### config.mk
export PLATFORM = sky130hd
export DESIGN_NAME = row_select_sequencer
export DESIGN_NICKNAME = d
export VERILOG_FILES = /design/src/rtl/row_select_pkg.sv /design/src/rtl/row_decoder.sv /design/src/rtl/row_select_sequencer.sv
export SDC_FILE = /design/constraint.sdc
export NUM_CORES = 1
export LEC_CHECK = 0
export ABC_CLOCK_PERIOD_IN_PS = 3400
export CAP_MARGIN = 20
export CORE_ASPECT_RATIO = 1.1
export CORE_MARGIN = 4
export CORE_UTILIZATION = 53
export DETAILED_ROUTE_END_ITERATION = 7
export PLACE_DENSITY = 0.82
export SLEW_MARGIN = 20
export SYNTH_ARGS = -nofsm -noshare
export SYNTH_HDL_FRONTEND = slang
export SYNTH_SLANG_ARGS = --single-unit
export TNS_END_PERCENT = 10
### constraint.sdc
create_clock -name i_clk -period 3.4 [get_ports i_clk]
set_clock_uncertainty 0.1 [all_clocks]
set_input_delay 0.68 -clock i_clk [delete_from_list [all_inputs] [get_ports i_clk]]
set_output_delay 0.68 -clock i_clk [all_outputs]
set_load 0.01 [all_outputs]
### src/rtl/row_select_pkg.sv
// Shared types and helpers for the row-select sequencer and its decoder.
package row_select_pkg;

  typedef enum logic [1:0] {
    IDLE = 2'd0,
    PRE  = 2'd1,
    ACT  = 2'd2,
    DONE = 2'd3
  } state_t;

  // Width of a phase counter able to hold the longer of the two phase lengths.
  function automatic int unsigned cnt_width(input int unsigned p, input int unsigned a);
    int unsigned m;
    m = (p > a) ? p : a;
    return (m < 1) ? 1 : $clog2(m + 1);
  endfunction

endpackage

### src/rtl/row_decoder.sv
// Combinational address-to-one-hot row decoder; zero when disabled or out of range.
module row_decoder #(
  parameter int unsigned ADDR_W = 3,
  parameter int unsigned ROWS   = 8
) (
  input  logic [ADDR_W-1:0] addr,
  input  logic              en,
  output logic [ROWS-1:0]   onehot
);

  // One bit per physical row; addresses at or beyond ROWS match nothing.
  always_comb begin
    onehot = '0;
    for (int unsigned r = 0; r < ROWS; r++) begin
      if (en && (addr == ADDR_W'(r))) onehot[r] = 1'b1;
    end
  end

endmodule

### src/rtl/row_select_sequencer.sv
// Row-select sequencer: accepts one access per handshake and drives a
// precharge / active / done sequence, or sweeps every row on a clear request.
module row_select_sequencer
  import row_select_pkg::*;
#(
  parameter int unsigned ADDR_W        = 3,
  parameter int unsigned ROWS          = 8,
  parameter int unsigned PRECHARGE_CYC = 1,
  parameter int unsigned ACTIVE_CYC    = 2
) (
  input  logic              i_clk,
  input  logic              i_rst_n,
  input  logic              i_valid,
  output logic              o_ready,
  input  logic [ADDR_W-1:0] i_k_address,
  input  logic              i_clear,
  output logic [ROWS-1:0]   o_select,
  output logic              o_precharge,
  output logic              o_busy,
  output logic              o_done,
  output logic              o_err
);

  localparam int unsigned       CNT_W    = cnt_width(PRECHARGE_CYC, ACTIVE_CYC);
  localparam logic [CNT_W-1:0]  PRE_LOAD = CNT_W'(PRECHARGE_CYC - 1);
  localparam logic [CNT_W-1:0]  ACT_LOAD = CNT_W'(ACTIVE_CYC - 1);
  localparam logic [ADDR_W-1:0] LAST_ROW = ADDR_W'(ROWS - 1);
  localparam logic [ADDR_W:0]   ROWS_EXT = (ADDR_W + 1)'(ROWS);

  if ((ROWS < 2) || (ROWS > (1 << ADDR_W))) begin : g_bad_rows
    $error("row_select_sequencer: ROWS must satisfy 2 <= ROWS <= 2**ADDR_W");
  end
  if ((PRECHARGE_CYC < 1) || (ACTIVE_CYC < 1)) begin : g_bad_phase
    $error("row_select_sequencer: PRECHARGE_CYC and ACTIVE_CYC must be >= 1");
  end

  state_t            state, state_n;
  logic [ADDR_W-1:0] row, row_n;
  logic [CNT_W-1:0]  cnt, cnt_n;
  logic              sweep, sweep_n;
  logic              err_n;
  logic              accept;
  logic [ROWS-1:0]   dec;

  assign accept = (i_valid | i_clear) & o_ready;

  // Decode the row that will be active next cycle so o_select can be registered.
  row_decoder #(
    .ADDR_W(ADDR_W),
    .ROWS  (ROWS)
  ) u_dec (
    .addr  (row_n),
    .en    (state_n == ACT),
    .onehot(dec)
  );

  // Next-state, phase counter reload/decrement and row advance.
  always_comb begin
    state_n = state;
    row_n   = row;
    cnt_n   = cnt;
    sweep_n = sweep;
    err_n   = 1'b0;
    case (state)
      IDLE: begin
        if (accept) begin
          if (i_clear) begin
            state_n = PRE;
            row_n   = '0;
            sweep_n = 1'b1;
            cnt_n   = PRE_LOAD;
          end else if ({1'b0, i_k_address} >= ROWS_EXT) begin
            state_n = DONE;
            sweep_n = 1'b0;
            err_n   = 1'b1;
            cnt_n   = '0;
          end else begin
            state_n = PRE;
            row_n   = i_k_address;
            sweep_n = 1'b0;
            cnt_n   = PRE_LOAD;
          end
        end
      end
      PRE: begin
        if (cnt == '0) begin
          state_n = ACT;
          cnt_n   = ACT_LOAD;
        end else begin
          cnt_n = cnt - CNT_W'(1);
        end
      end
      ACT: begin
        if (cnt == '0) begin
          if (sweep && (row != LAST_ROW)) begin
            state_n = PRE;
            row_n   = row + ADDR_W'(1);
            cnt_n   = PRE_LOAD;
          end else begin
            state_n = DONE;
            cnt_n   = '0;
          end
        end else begin
          cnt_n = cnt - CNT_W'(1);
        end
      end
      DONE: begin
        state_n = IDLE;
        sweep_n = 1'b0;
      end
      default: state_n = IDLE;
    endcase
  end

  // State, counters and row register.
  always_ff @(posedge i_clk or negedge i_rst_n) begin
    if (!i_rst_n) begin
      state <= IDLE;
      row   <= '0;
      cnt   <= '0;
      sweep <= 1'b0;
    end else begin
      state <= state_n;
      row   <= row_n;
      cnt   <= cnt_n;
      sweep <= sweep_n;
    end
  end

  // Outputs are registered from the next-state view so they line up with the state.
  always_ff @(posedge i_clk or negedge i_rst_n) begin
    if (!i_rst_n) begin
      o_ready     <= 1'b0;
      o_precharge <= 1'b0;
      o_select    <= '0;
      o_busy      <= 1'b0;
      o_done      <= 1'b0;
      o_err       <= 1'b0;
    end else begin
      o_ready     <= (state_n == IDLE);
      o_precharge <= (state_n == PRE);
      o_select    <= dec;
      o_busy      <= (state_n != IDLE);
      o_done      <= (state_n == DONE);
      o_err       <= err_n;
    end
  end

endmodule

==> results of run 1 <==
[logic make-up (layout without fill, tap and decap cells)]
group | after synthesis | in the layout | synth area share (%)
other cells | 1 | 1 | 0.385
xor+xnor | 1 | 1 | 0.899
simple gates | 31 | 31 | 19.5
compound gates | 17 | 17 | 12.5
mux | 3 | 3 | 3.72
flops | 20 | 20 | 51.3
buf+inv | 9 | 28 | 3.98
fa+ha+maj | 6 | 6 | 7.70
[report_power, final]
group	switching (W)	internal (W)	total, W
registers	0.0000518	0.000320	0.000372
logic	0.000323	0.000283	0.000606
clock network	0.0000673	0.0000652	0.000133
total	0.000442	0.000668	0.00111
[cell usage after synthesis (all sizes together) (2+ instances only)]
| library cell | count | area (µm²) |
|---|---|---|
| dfrtp | 20 | 500 |
| nor2 | 10 | 37.5 |
| ha | 6 | 75.1 |
| inv | 5 | 18.8 |
| a21oi | 4 | 23.8 |
| and2 | 4 | 25.0 |
| nand2 | 4 | 15.0 |
| nand2b | 4 | 25.0 |
| a221o | 3 | 30.0 |
| o21ai | 3 | 15.0 |
| a21boi | 2 | 15.0 |
| buf | 2 | 12.5 |
| mux2 | 2 | 26.3 |
| nor3 | 2 | 10.0 |
| o211ai | 2 | 15.0 |
| or2 | 2 | 12.5 |
[worst max-delay path, stage by stage, from the launching register on]
cell and delay, ns:
sky130_fd_sc_hd__dfrtp_1 0.43, sky130_fd_sc_hd__ha_1 0.21, sky130_fd_sc_hd__ha_1 0.21, sky130_fd_sc_hd__nor4b_4 0.37, sky130_fd_sc_hd__mux2_4 0.33, sky130_fd_sc_hd__a221o_1 0.36
sky130_fd_sc_hd__or2_1 0.27, sky130_fd_sc_hd__nor2_1 0.11
[registers in the layout (all words and copies together), names as in the netlist]
register     cells
row              3
sweep            1
o_select         8
o_done           1
cnt              2
o_ready          1
state            2
o_precharge      1
o_busy           1
[cells in the final DEF (no fill, tap or decap), drive strengths merged, types with 2 or more instances in the layout]
cell and n:
dfrtp 20, nand2b 4, clkdlybuf4s50 18, o21ai 3, or2 2, nand2 4
inv 5, and2 4, a21oi 4, a21boi 2, nor2 10, mux2 2
a221o 3, nor3 2, o211ai 2, clkbuf 4, ha 6
[worst min-delay path by stage]
| stage | start | to | cells past startpoint |
|---|---|---|---|
| 5_1_grt | sweep | sweep | 2 |
| 3_3_place_gp | sweep | sweep | 2 |
| 2_1_floorplan | i_rst_n | cnt[0] | 0 |
| 3_5_place_dp | sweep | sweep | 2 |
| 6_report | sweep | sweep | 2 |
| 4_1_cts | sweep | sweep | 2 |
[metrics by stage]
step | cell area, µm² | hold slack, ns | setup slack, ns
6_report | 1200 | 0.478 | 0.951
4_1_cts | 1200 | 0.479 | 0.919
5_1_grt | 1200 | 0.509 | 0.833
2_1_floorplan | 975 | 0.284 | 1.16
3_5_place_dp | 1160 | 0.461 | 0.864
3_3_place_gp | 1160 | 0.462 | 0.998
[final cells by class]
| class | count | share of cell area (%) |
|---|---|---|
| clock buffer | 4 | 3.03 |
| inverter | 6 | 1.88 |
| multi-input combinational | 59 | 36.4 |
| sequential | 20 | 41.8 |
| tap | 18 | 1.88 |
| timing repair buffer | 18 | 15.0 |
[per-layer routing]
layer | part of all wire (%) | vias up
li1 | - | 338
met1 | 44 | 327
met2 | 51 | 17
met3 | 4.2 | 2
met4 | 0.34 | 0
met5 | 0 | -
==> flow_metrics.env, run 1 <==
export IMPL_maxSlewHeadroom_pct=43.5
export IMPL_gp_congestion=0.767
export IMPL_place_inst=121
export IMPL_drv_max_cap_violation_count=0
export IMPL_total_power_w=0.00111
export IMPL_dp_hpwl_um=1380
export IMPL_ff2ff_path_depth=7
export IMPL_crit_end="o_select[4]"
export IMPL_drc_errors=0
export IMPL_critPathCaptureType="flip-flop"
export IMPL_grt_setup_unrepaired="no"
export IMPL_nets=121
export IMPL_global_route_peak_usage_layer="met2"
export IMPL_use_met2_pct=27.0
export IMPL_synth_enable_flop_cells=0
export IMPL_grt_util_met1_pct=18.2
export IMPL_number_of_buffers_created_by_cts=3
export IMPL_multi_input_comb_area_um2=435
export IMPL_synth_nets=101
export IMPL_worst_hold_path_type="reg2reg"
export IMPL_number_of_antenna_violations_at_the_first_check_in_global_routing=0
export IMPL_groute_usage_overall_pct=15.1
export IMPL_num_fill_cells=148
export IMPL_synthCells=88
export IMPL_grt_first_pass_wirelength_um=3040
export IMPL_timing_critical_path_fanout_max=5
export IMPL_timing_final_max_slew_violations=0
export IMPL_ctsHtreeMaxLevel=1
export IMPL_critical_path_required_ns=3.52
export IMPL_clock_sinks=20
export IMPL_worst_setup_path_startpoint="row[0]"
export IMPL_report_final_setup_viol=0
export IMPL_yosysWarnings=0
export IMPL_buffer_ports_inserted=18
export IMPL_antennaDiodeCount=0
export IMPL_grt_pass1_vias=690
export IMPL_wire_per_inst_um=14.3
export IMPL_outcome="complete, no violations"
export IMPL_finalSetupTns_ns=0
export IMPL_final_period_minus_worst_setup_slack_ns=2.45
export IMPL_drt_total_wl_um=1790
export IMPL_area_growth_syn_to_layout_pct=22.8
export IMPL_synthesis_area_um2=975
export IMPL_latest_clock_arrival_within_the_worst_skew_pair_ns=0.29
export IMPL_clk_pin_slew_ns=0.10
export IMPL_fmax_mhz=408
export IMPL_die_h_um=53.0
export IMPL_terminus_of_the_critical_flop_to_flop_path="o_select[4]"
export IMPL_cts_resized=0
export IMPL_synth_async_reset_ratio_pct=100
export IMPL_io_pins=20
export IMPL_synthDistinctLibCells=34
export IMPL_final_hold_violation_count=0
export IMPL_use_met3_pct=3.66
export IMPL_worst_setup_path_start_kind="flip-flop"
export IMPL_timing_setup_critical_path_class="reg2reg"
export IMPL_final_antenna_net_count=0
export IMPL_post_cts_hold_buffer_count=0
export IMPL_tritoncts_clock_tree="built"
export IMPL_ys_seq_area_share_pct=51.3
export IMPL_avgSynthCellArea_um2=11.1
export IMPL_synth_seq_cells=20
export IMPL_drt_first_pass_iters=4
export IMPL_worst_ir_drop_vdd_v=0.000537
export IMPL_row_count=16
export IMPL_tightestPinTransition_ns=0.844
export IMPL_die_area_um2=2590
export IMPL_synthFlopType="sky130_fd_sc_hd__dfrtp_1"
export IMPL_critical_path_arrival_ns=2.57
export IMPL_post_route_cells_drive_above_1_share_pct=8.41
export IMPL_min_period_over_period_pct=72.0
export IMPL_core_area_um2=1760
export IMPL_cts_setup_buffers=0
export IMPL_regToRegStartpoint="row[0]"
export IMPL_grt_start_max_net_pins=21
export IMPL_timing_reg2reg_setup_slack_ns=0.95
export IMPL_cts_root_to_sink_buffers=2
export IMPL_cts_root_buffer_cell="sky130_fd_sc_hd__clkbuf_4"
export IMPL_final_seq_area_um2=500
export IMPL_grt_overflow_total=0
export IMPL_start_util_pct=55.3
export IMPL_power_per_cell_area_nw_per_um2=927
export IMPL_vias_per_cell=5.47
export IMPL_detailroute_via_count=684
export IMPL_chipWidth_um=48.9
export IMPL_final_util_pct=68.0
export IMPL_detailedRoute_firstIterationViolations=7
export IMPL_final_instance_count_excl_fill=125
export IMPL_p_leak_nw=0.562
(Power assumes the default switching activity.)
==> run 2: changes to the inputs <==
- ABC_CLOCK_PERIOD_IN_PS: 3400 -> 2000
- CORE_UTILIZATION: 53 -> 44
- PLACE_DENSITY: 0.82 -> 0.73
- clock period: 3.4 -> 2 ns (I/O delays scaled with it)
==> run 2 against run 1 <==
Against the previous run:
- critical path depth unchanged
- wire length is 15% higher
- critical endpoint unchanged
- utilization shrank 2.1 points
- cell count increased by 22%
- maximum frequency grew 8.5%
- hold slack lost 0.15 ns
- total power up 98%
- combinational power grew 120%
- count of clock-buffer cells in the layout stayed put
- first-iteration DRC count rose by 14%
- the run now ends with setup timing left
==> flow_metrics.env, run 2 (same netlist as run 1, synthesis figures left out) <==
export IMPL_outcome="complete, but fails checks"
export IMPL_violations="setup timing"
export IMPL_grt_overflow_total=0
export IMPL_registers_top_by_ff_count="o_select"
export IMPL_min_period_over_period_pct=113
export IMPL_core_area_um2=2060
export IMPL_gp_congestion=0.818
export IMPL_post_route_cells_drive_above_1_share_pct=24.2
export IMPL_worst_setup_path_start_kind="flip-flop"
export IMPL_final_design_area_no_fill_um2=1360
export IMPL_power_per_cell_area_nw_per_um2=1620
export IMPL_wire_per_inst_um=13.6
export IMPL_final_hold_violation_count=0
export IMPL_finalSetupTns_ns=-1.17
export IMPL_drt_total_wl_um=2060
export IMPL_dp_hpwl_um=1600
export IMPL_drc_errors=0
export IMPL_groute_usage_overall_pct=15.8
export IMPL_cts_root_to_sink_buffers=2
export IMPL_critical_path_arrival_ns=2.39
export IMPL_total_power_w=0.00220
export IMPL_grt_pass1_vias=784
export IMPL_post_cts_hold_buffer_count=0
export IMPL_timing_setup_critical_path_class="reg2reg"
export IMPL_tritoncts_clock_tree="built"
export IMPL_layout_top_registers="o_select (8), row (3)"
export IMPL_buffer_ports_inserted=18
export IMPL_drv_max_cap_violation_count=0
export IMPL_critical_path_max_stage_delay_ns=0.41
export IMPL_latest_clock_arrival_within_the_worst_skew_pair_ns=0.30
export IMPL_grt_setup_unrepaired="yes"
export IMPL_report_final_setup_viol=8
export IMPL_ctsHtreeMaxLevel=1
export IMPL_vias_per_cell=4.96
export IMPL_clock_sinks=20
export IMPL_worst_hold_path_type="in2async"
export IMPL_grt_first_pass_wirelength_um=3430
export IMPL_drt_first_pass_iters=3
export IMPL_die_area_um2=3030
export IMPL_crit_path_cell_trace="ha_2, ha_4, nor4b_4, mux2_4, a221o_1, or2_1, nor2_1"
export IMPL_nets=138
export IMPL_placedInstanceArea_um2=1300
export IMPL_critPathCaptureType="flip-flop"
export IMPL_number_of_antenna_violations_at_the_first_check_in_global_routing=0
export IMPL_final_antenna_net_count=0
export IMPL_clk_pin_slew_ns=0.11
export IMPL_final_common_cell="sky130_fd_sc_hd__dfrtp_1"
export IMPL_p_leak_nw=0.642
export IMPL_start_util_pct=47.2
export IMPL_timing_critical_path_fanout_max=5
export IMPL_timing_final_max_slew_violations=0
export IMPL_cts_root_buffer_cell="sky130_fd_sc_hd__clkbuf_4"
export IMPL_fmax_mhz=443
export IMPL_fin_worst_hold_slack_ns=0.323
export IMPL_post_route_worst_setup_slack_ns=-0.257
export IMPL_cts_setup_buffers=0
export IMPL_area_growth_syn_to_layout_pct=39.5
export IMPL_final_period_minus_worst_setup_slack_ns=2.26
export IMPL_io_pins=20
export IMPL_die_h_um=57.4
export IMPL_crit_slowest_cell="sky130_fd_sc_hd__dfrtp_1"
export IMPL_detailedRoute_firstIterationViolations=8
export IMPL_worst_setup_slack_post_dpl_ns=-0.285
export IMPL_grt_start_max_net_pins=21
export IMPL_number_of_buffers_created_by_cts=3
export IMPL_chipWidth_um=52.9
export IMPL_row_count=17
export IMPL_detailroute_via_count=754
export IMPL_most_common_layout_cells="20 x sky130_fd_sc_hd__dfrtp_1, 18 x sky130_fd_sc_hd__clkdlybuf4s50_1, 17 x sky130_fd_sc_hd__buf_4"
export IMPL_critical_path_required_ns=2.14
export IMPL_antennaDiodeCount=0
export IMPL_max_reg_flops=8
export IMPL_worst_ir_drop_vdd_v=0.00112
## run 2: changes by cell type in the layout (fill, tap and decap cells not counted)
cell,before,now
sky130_fd_sc_hd__buf_4,0,17
sky130_fd_sc_hd__ha_1,6,3
sky130_fd_sc_hd__ha_2,0,2
sky130_fd_sc_hd__ha_4,0,1
sky130_fd_sc_hd__nand3_1,1,0
sky130_fd_sc_hd__nand3_2,0,1
## run 2: cell type report
type	instances	area (µm²)
Tap cell	28	35.0
Timing Repair Buffer	35	308
Inverter	6	22.5
Clock buffer	4	36.3
Fill cell	170	703
Sequential cell	20	500
Multi-Input combinational cell	59	458
## run 2: metrics by stage
step | instances | utilization [%]
after global placement | 148 | 63.1
after detailed placement | 148 | 63.1
after global routing | 152 | 65.9
after floorplan | 88 | -
after CTS | 152 | 65.8
final | 152 | 65.9
## run 2: worst max-delay path: cells and delay by family (launching register included)
kind	cells	cell delay (ns)
AND/OR/NAND/NOR	3	0.62
flip-flops	1	0.41
adder cells (fa/ha/maj)	2	0.37
AO/OA/AOI/OAI	1	0.36
multiplexers	1	0.33
## run 2: per-layer routing
layer / GRT usage [%] / wire length [µm] / share of wire (%) / vias up
met3: 3.66 / 86 / 4.2 / 4
li1: - / - / - / 370
met1: 19.5 / 912 / 44 / 365
met5: 0 / 0 / 0 / -
met4: 8.76 / 51 / 2.5 / 0
met2: 24.8 / 1010 / 49 / 15
## run 2: report_power, final
part	switching (W)	internal, W
registers	0.0000735	0.000544
clock network	0.000120	0.000111
logic	0.000643	0.000712
total	0.000836	0.00137
## run 2: path summary, 6_finish.rpt
kind	start	to	slack, ns	cells past startpoint
max in group asynchronous	i_rst_n	row[2]	1.27	2
setup reg to reg	row[0]	o_select[4]	-0.26	7
min in group i_clk	sweep	sweep	0.49	2
hold / removal	i_rst_n	o_select[3]	0.32	2
hold reg to reg	sweep	sweep	0.49	2
setup / recovery	row[0]	o_select[4]	-0.26	7
## run 2: what timing repair did
item / 4_1_cts / 5_1_grt
endpoints found under the setup margin: 9 / 11
endpoints found under the hold margin: 0 / 0
cloned: 0 / 0
pin swaps: 1 / 0
resized for setup: 4 / 1
==> run 3: changes to the inputs <==
- HOLD_SLACK_MARGIN: unset -> 0.1
==> results of run 3 <==
Same layout as run 2: the final DEF is identical, and so are final timing and power.
